--- src/rtl/placement_out_fifo_if.sv ---
// rtl/placement_out_fifo_if.sv - placement result input and output stream handshake bundle
interface placement_out_fifo_if;
    logic        in_valid;
    logic [7:0]  x_in;
    logic [7:0]  y_in;
    logic [3:0]  strike_in;
    logic        out_valid;
    logic        out_ready;
    logic [19:0] out_data;

    modport master (
        output in_valid, x_in, y_in, strike_in, out_ready,
        input  out_valid, out_data
    );

    modport slave (
        input  in_valid, x_in, y_in, strike_in, out_ready,
        output out_valid, out_data
    );
endinterface

--- src/rtl/placement_out_fifo.sv ---
// rtl/placement_out_fifo.sv - registered-output placement FIFO with overflow tracking
// Optional strike filter enabled by defining STRIKE_FILTER_EN.
module placement_out_fifo #(
    parameter int         DEPTH      = 8,
    parameter int         CNT_W      = 8,
    parameter logic [3:0] STRIKE_MAX = 4'd15
) (
    input  logic                     clk,
    input  logic                     rst,
    placement_out_fifo_if.slave      bus,
    output logic [$clog2(DEPTH):0]   level,
    output logic                     full,
    output logic                     overflow,
    output logic [CNT_W-1:0]         drop_cnt,
    input  logic                     clr_stat
);
    localparam int AW = $clog2(DEPTH);
    localparam int LW = AW + 1;

`ifdef STRIKE_FILTER_EN
    localparam bit STRIKE_FILTER = 1'b1;
`else
    localparam bit STRIKE_FILTER = 1'b0;
`endif

    logic [19:0]    mem [DEPTH];
    logic [AW-1:0]  rd_ptr;
    logic [AW-1:0]  wr_ptr;
    logic [AW-1:0]  rd_ptr_inc;
    logic [19:0]    in_word;
    logic           accept;
    logic           push;
    logic           pop;
    logic           drop;
    logic [LW-1:0]  level_nxt;
    logic [19:0]    head_nxt;

    always_comb begin
        in_word    = {bus.strike_in, bus.y_in, bus.x_in};
        accept     = bus.in_valid && !(STRIKE_FILTER && (bus.strike_in >= STRIKE_MAX));
        pop        = bus.out_valid && bus.out_ready;
        push       = accept && (!full || pop);
        drop       = accept && full && !pop;
        rd_ptr_inc = rd_ptr + 1'b1;

        level_nxt = level;
        if (push && !pop) begin
            level_nxt = level + 1'b1;
        end else if (pop && !push) begin
            level_nxt = level - 1'b1;
        end

        // out_data mirrors mem[rd_ptr]; an entry written this cycle is taken
        // straight from the input so the head never waits on the array write.
        head_nxt = bus.out_data;
        if (pop) begin
            if (level > LW'(1)) begin
                head_nxt = mem[rd_ptr_inc];
            end else if (push) begin
                head_nxt = in_word;
            end
        end else if ((level == '0) && push) begin
            head_nxt = in_word;
        end
    end

    always_ff @(posedge clk) begin
        if (push) begin
            mem[wr_ptr] <= in_word;
        end
    end

    always_ff @(posedge clk) begin
        if (rst) begin
            rd_ptr        <= '0;
            wr_ptr        <= '0;
            level         <= '0;
            full          <= 1'b0;
            bus.out_valid <= 1'b0;
            bus.out_data  <= '0;
        end else begin
            if (push) begin
                wr_ptr <= wr_ptr + 1'b1;
            end
            if (pop) begin
                rd_ptr <= rd_ptr_inc;
            end
            level         <= level_nxt;
            full          <= (level_nxt == LW'(DEPTH));
            bus.out_valid <= (level_nxt != '0);
            bus.out_data  <= head_nxt;
        end
    end

    always_ff @(posedge clk) begin
        if (rst || clr_stat) begin
            overflow <= 1'b0;
            drop_cnt <= '0;
        end else if (drop) begin
            overflow <= 1'b1;
            if (drop_cnt != {CNT_W{1'b1}}) begin
                drop_cnt <= drop_cnt + 1'b1;
            end
        end
    end
endmodule

--- src/flat_wrapper.sv ---
// flat-port wrapper written by rule: the top's interface ports become plain ports
module placement_out_fifo_flat 
#(
    parameter int         DEPTH      = 8,
    parameter int         CNT_W      = 8,
    parameter logic [3:0] STRIKE_MAX = 4'd15
)
  (clk, rst, level, full, overflow, drop_cnt, clr_stat, bus_in_valid, bus_x_in, bus_y_in, bus_strike_in, bus_out_ready, bus_out_valid, bus_out_data);
  placement_out_fifo_if bus_i ();
  input  logic clk;
  input  logic rst;
  output logic [$clog2(DEPTH):0] level;
  output logic full;
  output logic overflow;
  output logic [CNT_W-1:0] drop_cnt;
  input  logic clr_stat;
  input wire logic [$bits(bus_i.in_valid)-1:0] bus_in_valid;
  input wire logic [$bits(bus_i.x_in)-1:0] bus_x_in;
  input wire logic [$bits(bus_i.y_in)-1:0] bus_y_in;
  input wire logic [$bits(bus_i.strike_in)-1:0] bus_strike_in;
  input wire logic [$bits(bus_i.out_ready)-1:0] bus_out_ready;
  output wire logic [$bits(bus_i.out_valid)-1:0] bus_out_valid;
  output wire logic [$bits(bus_i.out_data)-1:0] bus_out_data;
  assign bus_i.in_valid = bus_in_valid;
  assign bus_i.x_in = bus_x_in;
  assign bus_i.y_in = bus_y_in;
  assign bus_i.strike_in = bus_strike_in;
  assign bus_i.out_ready = bus_out_ready;
  assign bus_out_valid = bus_i.out_valid;
  assign bus_out_data = bus_i.out_data;
  placement_out_fifo #(.DEPTH(DEPTH), .CNT_W(CNT_W), .STRIKE_MAX(STRIKE_MAX)) u_core (.clk(clk), .rst(rst), .bus(bus_i), .level(level), .full(full), .overflow(overflow), .drop_cnt(drop_cnt), .clr_stat(clr_stat));
endmodule
--- config.mk ---
export PLATFORM = sky130hd
export DESIGN_NAME = placement_out_fifo_flat
export DESIGN_NICKNAME = d
export VERILOG_FILES = /design/src/rtl/placement_out_fifo_if.sv /design/src/rtl/placement_out_fifo.sv /design/src/flat_wrapper.sv
export SDC_FILE = /design/constraint.sdc
export NUM_CORES = 1
export LEC_CHECK = 0
export BUFFER_PORTS_ARGS = -buffer_cell sky130_fd_sc_hd__clkbuf_2
export CORE_MARGIN = 3
export CORE_UTILIZATION = 45
export CTS_CLUSTER_DIAMETER = 100
export DETAILED_ROUTE_END_ITERATION = 12
export GPL_TIMING_DRIVEN = 1
export PLACE_DENSITY_LB_ADDON = 0.08
export SLEW_MARGIN = 10
export SYNTH_ARGS = -nofsm -noshare
export SYNTH_HDL_FRONTEND = slang
export SYNTH_SLANG_ARGS = --single-unit
--- constraint.sdc ---
create_clock -name clk -period 7.7 [get_ports clk]
set_input_delay 1.155 -clock clk [delete_from_list [all_inputs] [get_ports clk]]
set_output_delay 1.155 -clock clk [all_outputs]
set_load 0.05 [all_outputs]
======== After elaboration in Yosys (flattened, before gate mapping) ========
Memory sizes are Yosys's and may differ from the RTL's.
Cells that the tools add are included.
operators by class
  add/sub/neg operators ................... 5
  order comparisons ....................... 1
  equality and inequality tests ........... 3
  multiplexer cells ....................... 8
  reductions and logical operators ........ 17
operators with widths
  kind                                                                             number
  20-bit two-way mux                                                               4
  8-bit by 1-bit adder with 8-bit output, second input constant                    1
  4-bit two-way mux                                                                2
  8-bit inequality test, second input constant                                     1
  1-bit logical AND                                                                7
  3-bit by 1-bit adder with 3-bit output, second input constant                    2
  4-bit by 1-bit adder with 4-bit output, second input constant                    1
  4-bit == test, second input constant                                             1
  4-bit by 1-bit greater-than comparator with 1-bit output, second input constant  1
  4-bit logical NOT                                                                1
  2-bit AND reduction                                                              2
  4-bit nonzero test                                                               1
  4-bit by 1-bit subtractor with 4-bit output, second input constant               1
  1-bit logical NOT                                                                3
  3-bit by 2-bit inequality test with 1-bit output, second input constant          1
  1-bit logical OR                                                                 2
  1-bit two-way mux                                                                2
  2-bit nonzero test                                                               1
storage, ports and cells
  bits of input ports ..................... 25
  register bits after elaboration ......... 41
  logic and storage cells ................. 43
  memories kept ........................... 1
  memory bits (writable) .................. 160
  output and inout bits ................... 35
memory list
  memory      depth  bits a word  rd ports  clocked after Yosys merged registers in  wr ports  RTL line                  source
  u_core.mem  8      20           1         0                                        1         placement_out_fifo.sv:26  logic [19:0] mem [DEPTH];

======== Depth between registers and ports, before layout ========
Gate-level depths: netlist of run 1.
  word-level depth ........................ 8
  gate-level depth with buffers ........... 7
  gate-level depth less buffers ........... 6

======== Worst setup path after synthesis of run 1 ========
OpenSTA, ideal clock, no wires.
  path kind ............................... in2reg
  start ................................... in bus_in_valid
  end ..................................... mem u_core.mem[0][0], enable pin
  library setup time ...................... 422 ps
  arrival ................................. 3398 ps
  setup slack ............................. 3880 ps
  stages on the path ...................... 5
  cells stage by stage .................... clkbuf_2 clkbuf_1 nand2_1 or2_2 nor3_1
on the way
  cells in the longest elaborated chain, start to end .. 3
RTL lines
  item                                     RTL line                  source
  from (decl)                              flat_wrapper.sv:17        input wire logic [$bits(bus_i.in_valid)-1:0] bus_in_valid;
  1-bit logical AND                        placement_out_fifo.sv:42  push = accept && (!full || pop);
  1-bit two-way mux                        placement_out_fifo.sv:68  if (push) begin
  1-bit two-way mux (not written as such)  placement_out_fifo.sv:69  mem[wr_ptr] <= in_word;
  to (decl)                                placement_out_fifo.sv:26
No other way between the ends.

======== Worst setup path in the final report of run 1 ========
  start ................................... reg u_core.rd_ptr[0]
  end ..................................... reg u_core.bus.out_data[5]
on the way
  cells in the longest elaborated chain, start to end .. 4
RTL lines
  item                                    RTL line                     source
  from (decl)                             placement_out_fifo.sv:27     logic [AW-1:0] rd_ptr;
  from (signal assigned)                  placement_out_fifo.sv:86     rd_ptr <= rd_ptr_inc;
  3-bit by 1-bit adder with 3-bit output  placement_out_fifo.sv:44     rd_ptr_inc = rd_ptr + 1'b1;
  net u_core.rd_ptr_inc[1]                placement_out_fifo.sv:29     logic [AW-1:0] rd_ptr_inc;
  memory read 8 x 20 bit                  n/a
  20-bit two-way mux                      placement_out_fifo.sv:57     if (level > LW'(1)) begin
  20-bit two-way mux                      placement_out_fifo.sv:56     if (pop) begin
  to (signal assigned)                    placement_out_fifo.sv:91     bus.out_data <= head_nxt;
  to (decl)                               placement_out_fifo_if.sv:18  output out_valid, out_data
The timed path passes the listed nets, and every way through them passes these cells.
A chain may end at the register's enable or synchronous reset.

==> results.json, run 1 <==
{
  "synth_cell_types": 50,
  "startpoint_type": "flop",
  "drc": 0,
  "required_ns": 8.11,
  "core_um2": 17500,
  "post-cts-setup-buffer-count": 0,
  "syn_area_per_cell_um2": 15.4,
  "synthToLayoutAreaGrowth_pct": 15.1,
  "power_leakage_nw": 3.23,
  "final_nets": 626,
  "yosysMostFrequentCell": "edfxtp_1",
  "yosys.area.top_type": "edfxtp_1",
  "cts_made_buffers": 21,
  "synth_top_area_share_pct": 58.9,
  "fin_crit_sh_pct": 36.3,
  "fmax_ghz": 0.358,
  "finClkSkew_ns": 0.00995,
  "gr-usage-all-layers_pct": 18.2,
  "power_density_nw_per_um2": 278,
  "grt_max_degree": 43,
  "cts_tree": "yes",
  "die_w_um": 141,
  "critPathMaxStageDelay_ns": 0.71,
  "synthTopCellsByArea": "edfxtp_1 59%, dfxtp_1 10%, mux2i_1 9.4%, a221o_1 2.5%, a22o_1 2.0%",
  "worst_pin_slew_ns": 1.06,
  "cts_resized": 0,
  "crit_chain": "ha_4, buf_4, mux2i_1, a221o_1, o221ai_1",
  "ios": 60,
  "first_global_vias": 4843,
  "die_area_um2": 19800,
  "synthArstFlopShare_pct": 0,
  "cts_root_buffer": "clkbuf_16",
  "antenna_found_initial": 0,
  "antenna_cells": 0,
  "setup-tns-final_ns": 0,
  "hold_class": "reg -> reg",
  "synth_area_um2": 8160,
  "crit_family": "buffers and inverters",
  "ys_warn_count": 0,
  "fp-row-count": 48,
  "synthesis.nets": 562,
  "critPathBufInv": 1,
  "peakVddDrop_mv": 0.163,
  "hold_start": "u_core.overflow",
  "insertion_delay_ns": 0.50,
  "htree_num_levels": 1,
  "final_cells": 835,
  "startpoint": "u_core.rd_ptr[0]",
  "yosys-top-cells-count": "160 x edfxtp_1, 77 x mux2i_1, 41 x dfxtp_1, 25 x inv_1",
  "wl_per_cell_um": 21.3,
  "synth_top_flop_cell": "edfxtp_1",
  "postRouteAntennaNets": 0,
  "clk_pin_slew_ns": 0.06,
  "crit_fanout": 42,
  "maxCapViolations": 0,
  "initial_core_util_pct": 46.5,
  "num_vias": 4783,
  "fin_crit_ns": 2.79,
  "cp-end-kind": "flop",
  "rsz0062_at_grt": "false",
  "cp_slowest_cell": "buf_4",
  "firstDrtPassIters": 5,
  "crit_type": "reg -> reg",
  "routed_wl_um": 17800,
  "hold_viol": 0,
  "slew_headroom_pct": 29.0,
  "clock_path_buffers": 3,
  "drive_gt1_share_pct": 20.8,
  "dp.cells": 797,
  "clock_sinks": 201,
  "r2r_start": "u_core.rd_ptr[0]",
  "io_buffers": 59,
  "grt-ovfl-total": 0,
  "dr.first_iter.drc_count": 290,
  "cts-hold-fix-buffers": 0,
  "slew_violations": 0,
  "synth_edf_count": 160,
  "gp_congestion": 0.822,
  "syn_inst": 531,
  "die_y_um": 141,
  "post-dp-hpwl_um": 10700,
  "status": "completed",
  "setup_viol_count_final": 0,
  "arrival_ns": 3.20,
  "yosysSeqAreaShare_pct": 69.0,
  "grt_pass1_wl_um": 28400,
  "vias_per_cell": 5.73,
  "ys_ff_latch": 201
}
==> power by group <==
group | switching [W] | leakage (nW) | total (W) | internal [W]
logic | 0.000256 | 1.13 | 0.000385 | 0.000129
registers | 0.0000328 | 1.79 | 0.00125 | 0.00122
clock network | 0.000390 | 0.320 | 0.000975 | 0.000584
total | 0.000679 | 3.23 | 0.00261 | 0.00193
==> path summary, 6_finish.rpt <==
kind	cells after the start	to	slack, ns
max reg2reg	5	u_core.bus.out_data[5]	4.91
min	2	u_core.overflow	0.47
max	5	u_core.bus.out_data[5]	4.91
min reg2reg	2	u_core.overflow	0.47
==> kinds of logic (layout without fill, tap and decap cells) <==
kind of cell	Yosys count	count (layout)	share of synthesized area [%]
compound gates	92	92	10.2
xor+xnor	7	7	0.844
fa+ha+maj	6	6	0.920
buf+inv	55	134	3.11
flops	201	201	69.0
mux	79	79	10.0
simple gates	91	91	5.92
==> worst min-delay path, stage by stage, from the launching register on <==
cell and delay, ns:
dfxtp_1 0.32, nor2_1 0.04, nor2_1 0.07
==> stage by stage <==
step | hold slack (ns) | setup WS [ns] | area (µm²) | total power (W) | utilization (%)
floorplan | 0.440 | 3.88 | 8160 | 0.00155 | -
global placement | 0.457 | 4.52 | 8730 | 0.00165 | 49.8
detailed placement | 0.468 | 4.47 | 8730 | 0.00166 | 49.8
CTS | 0.481 | 4.82 | 9390 | 0.00264 | 53.5
global route | 0.517 | 4.72 | 9390 | 0.00272 | 53.5
finish | 0.471 | 4.91 | 9390 | 0.00261 | 53.5
==> routing by layer <==
layer	part of all wire (%)	GRT usage, %	up-vias
met5	0	0	-
met4	1.8	4.33	0
met3	6.2	3.87	27
met2	46	28.7	138
met1	46	26.2	2385
li1	-	-	2233
==> layout make-up <==
cell class | instances | area [µm²]
clock buffer | 32 | 577
clock inverter | 6 | 82.6
fill | 1457 | 8150
inverter | 25 | 93.8
multi-input combinational | 275 | 2340
sequential | 201 | 5630
tap | 225 | 282
timing repair buffer | 71 | 385
==> sequential cells by signal (all words and copies together), names as in the netlist <==
register              flops
u_core.wr_ptr             3
u_core.level              4
u_core.overflow           1
u_core.full               1
u_core.bus.out_valid      1
u_core.bus.out_data      20
u_core.mem              160
u_core.rd_ptr             3
u_core.drop_cnt           8
==> cell usage in the layout, fill, tap and decap left out, types with 12 or more instances in the layout <==
cell type / Yosys / routed
dfxtp_1: 41 / 41
nor2_1: 21 / 15
nand4_1: 21 / 21
clkbuf_2: 1 / 59
a221o_1: 20 / 20
edfxtp_1: 160 / 160
clkbuf_16: 0 / 21
buf_4: 1 / 12
mux2i_1: 77 / 77
inv_1: 25 / 25
a22o_1: 19 / 19
nand2_1: 12 / 12
Note: power is estimated with default switching activity, not from simulation.
==> run 2: changes to the inputs <==
clock period = 2.9 ns   (was 7.7 ns; I/O delays follow)
==> run 2 against run 1 <==
Cell area is 0.81% higher. Worst setup slack got worse by 4.4 ns. Global-route usage fell by 0.064 points. Critical path depth increased by 2. Die area stayed put. Via count increased by 0.98%. Core utilization up 0.44 points. Hold slack worse by 0.21 ns. Register-to-register slack worse by 4.4 ns. Clock skew grew 0.0010 ns. Critical path type unchanged. Largest cell class unchanged. Highest routed layer unchanged.
==> results.json, run 2 (synthesis gave the netlist of run 1 again) <==
{
  "status": "completed",
  "clock_sinks": 201,
  "cp_slowest_cell": "o31ai_4",
  "layout_commonest_cell": "edfxtp_1",
  "htree_num_levels": 1,
  "io_buffers": 59,
  "power_leakage_nw": 3.28,
  "dr.first_iter.drc_count": 299,
  "highest-signal-layer": "met4",
  "switching_share_pct": 26.2,
  "cts_tree": "yes",
  "rr_worst_depth": 7,
  "hold_start": "bus_x_in[4]",
  "crit_chain": "inv_1, ha_1, nor2_1, o31ai_4, nand3b_1, buf_4, o221ai_1",
  "grt_pass1_wl_um": 28200,
  "slew_violations": 0,
  "layout_common_cells": "160 x edfxtp_1, 77 x mux2i_1, 59 x clkbuf_2, 41 x dfxtp_1, 25 x inv_1",
  "r2r_start": "u_core.level[0]",
  "seqPwrFrac_pct": 49.2,
  "drc": 0,
  "wl_met3_um": 734,
  "hold_end": "u_core.mem[4][4]",
  "crit_fanout": 21,
  "die_y_um": 141,
  "cp-end-kind": "flop",
  "regArea_um2": 5630,
  "timing.rr.end": "u_core.bus.out_data[3]",
  "peakVddDrop_mv": 0.449,
  "final_nets": 639,
  "p_sw_w": 0.00176,
  "grt-ovfl-total": 0,
  "top_regs": "u_core.mem x160, u_core.bus.out_data x20, u_core.drop_cnt x8",
  "finClkSkew_ns": 0.0110,
  "die_area_um2": 19800,
  "gr-usage-all-layers_pct": 18.2,
  "fp-row-count": 48,
  "startpoint_type": "flop",
  "wl_met2_um": 8670,
  "dp_slack_ns": 0.514,
  "drive_gt1_share_pct": 22.3,
  "postRouteAntennaNets": 0,
  "p_comb_share_pct": 15.8,
  "regMostFlops": "u_core.mem",
  "grt_max_degree": 38,
  "multiInputGateArea_um2": 2350,
  "required_ns": 3.30,
  "r2r_setup_slack_ns": 0.51,
  "hold_class": "in -> reg",
  "hold_depth": 1,
  "cts_resized": 0,
  "cts-hold-fix-buffers": 0,
  "wl_per_cell_um": 21.1,
  "setup_slack_ns": 0.508,
  "power_density_nw_per_um2": 710,
  "num_vias": 4830,
  "vias_per_cell": 5.70,
  "fmax_ghz": 0.418,
  "firstDrtPassIters": 4,
  "initial_core_util_pct": 46.5,
  "ios": 60,
  "cts_root_buffer": "clkbuf_16",
  "gp_congestion": 0.791,
  "antenna_found_initial": 0,
  "post-dp-hpwl_um": 11100,
  "first_global_vias": 4919,
  "fin_crit_sh_pct": 82.5,
  "clock_path_buffers": 3,
  "p_int_w": 0.00496,
  "synthToLayoutAreaGrowth_pct": 16.0,
  "clockPowerShare_pct": 35.1,
  "maxCapViolations": 0,
  "fillers": 1456,
  "hold_viol": 0,
  "insertion_delay_ns": 0.48,
  "critPathMaxStageDelay_ns": 0.85,
  "clk_pin_slew_ns": 0.06,
  "die_w_um": 141,
  "wl_met1_um": 8230,
  "post-cts-setup-buffer-count": 0,
  "crit_type": "reg -> reg",
  "cts_made_buffers": 21,
  "setup_viol_count_final": 0,
  "setup-tns-final_ns": 0,
  "core_um2": 17500,
  "fin_crit_ns": 2.39,
  "worst_pin_slew_ns": 1.07,
  "antenna_cells": 0,
  "largest_reg_flops": 160,
  "slew_headroom_pct": 28.8,
  "routed_wl_um": 17900,
  "arrival_ns": 2.79,
  "rsz0062_at_grt": "false"
}
## run 2: changes by cell type in the layout (fill, tap and decap cells not counted)
cell | previous run | this run
buf_4 | 12 | 23
buf_12 | 0 | 2
bufinv_16 | 2 | 0
clkbuf_1 | 10 | 8
clkinv_1 | 1 | 3
clkinv_2 | 2 | 4
nor3_2 | 2 | 0
nor3_4 | 0 | 2
inv_6 | 1 | 0
## run 2: final cells by class
class / instances / area share [%]
clock buffer: 30 / 6.02
timing repair buffer: 84 / 5.37
multi-input combinational: 275 / 24.9
clock inverter: 7 / 0.331
sequential: 201 / 59.4
inverter: 25 / 0.992
tap: 225 / 2.98
## run 2: worst max path at each step
stage | startpoint | end | slack [ns] | cells after the start
floorplan | u_core.bus.out_valid | u_core.mem[4][0] | 0.27 | 4
global placement | u_core.level[0] | u_core.bus.out_data[5] | 0.62 | 7
detailed placement | u_core.level[0] | u_core.bus.out_data[3] | 0.51 | 7
CTS | u_core.level[0] | u_core.bus.out_data[3] | 0.49 | 7
global route | u_core.level[0] | u_core.bus.out_data[2] | 0.24 | 7
finish | u_core.level[0] | u_core.bus.out_data[3] | 0.51 | 7
## run 2: per-stage QoR
stage                     cells  hold WS [ns]  instance area, µm²  utilization, %  total power, W
after floorplan             531         0.440                8170               -         0.00411
after global placement      810         0.468                8860            50.5         0.00441
after detailed placement    810         0.477                8860            50.5         0.00444
after CTS                   847         0.241                9460            54.0         0.00680
after global routing        847         0.253                9460            54.0         0.00700
final                       847         0.257                9460            54.0         0.00672
## run 2: power groups by stage
stage / combinational (W) / sequential, W / clock (W)
global placement: 0.00105 / 0.00337 / 0
floorplan: 0.000561 / 0.00355 / 0
detailed placement: 0.00107 / 0.00337 / 0
CTS: 0.00107 / 0.00331 / 0.00242
global route: 0.00114 / 0.00332 / 0.00255
finish: 0.00106 / 0.00331 / 0.00236
## run 2: worst max-delay path: cells and delay by family, from the launching register on
family	cells	cell delay, ns
adder cells (fa/ha/maj)	1	0.20
buffers and inverters	2	0.43
AND/OR/NAND/NOR	2	0.24
AO/OA/AOI/OAI	2	1.07
flip-flops	1	0.36
## run 2: layer usage
metal | up-vias | GRT usage, %
met3 | 18 | 3.22
met2 | 97 | 30.5
met4 | 0 | 3.26
li1 | 2270 | -
met1 | 2445 | 25.3
met5 | - | 0
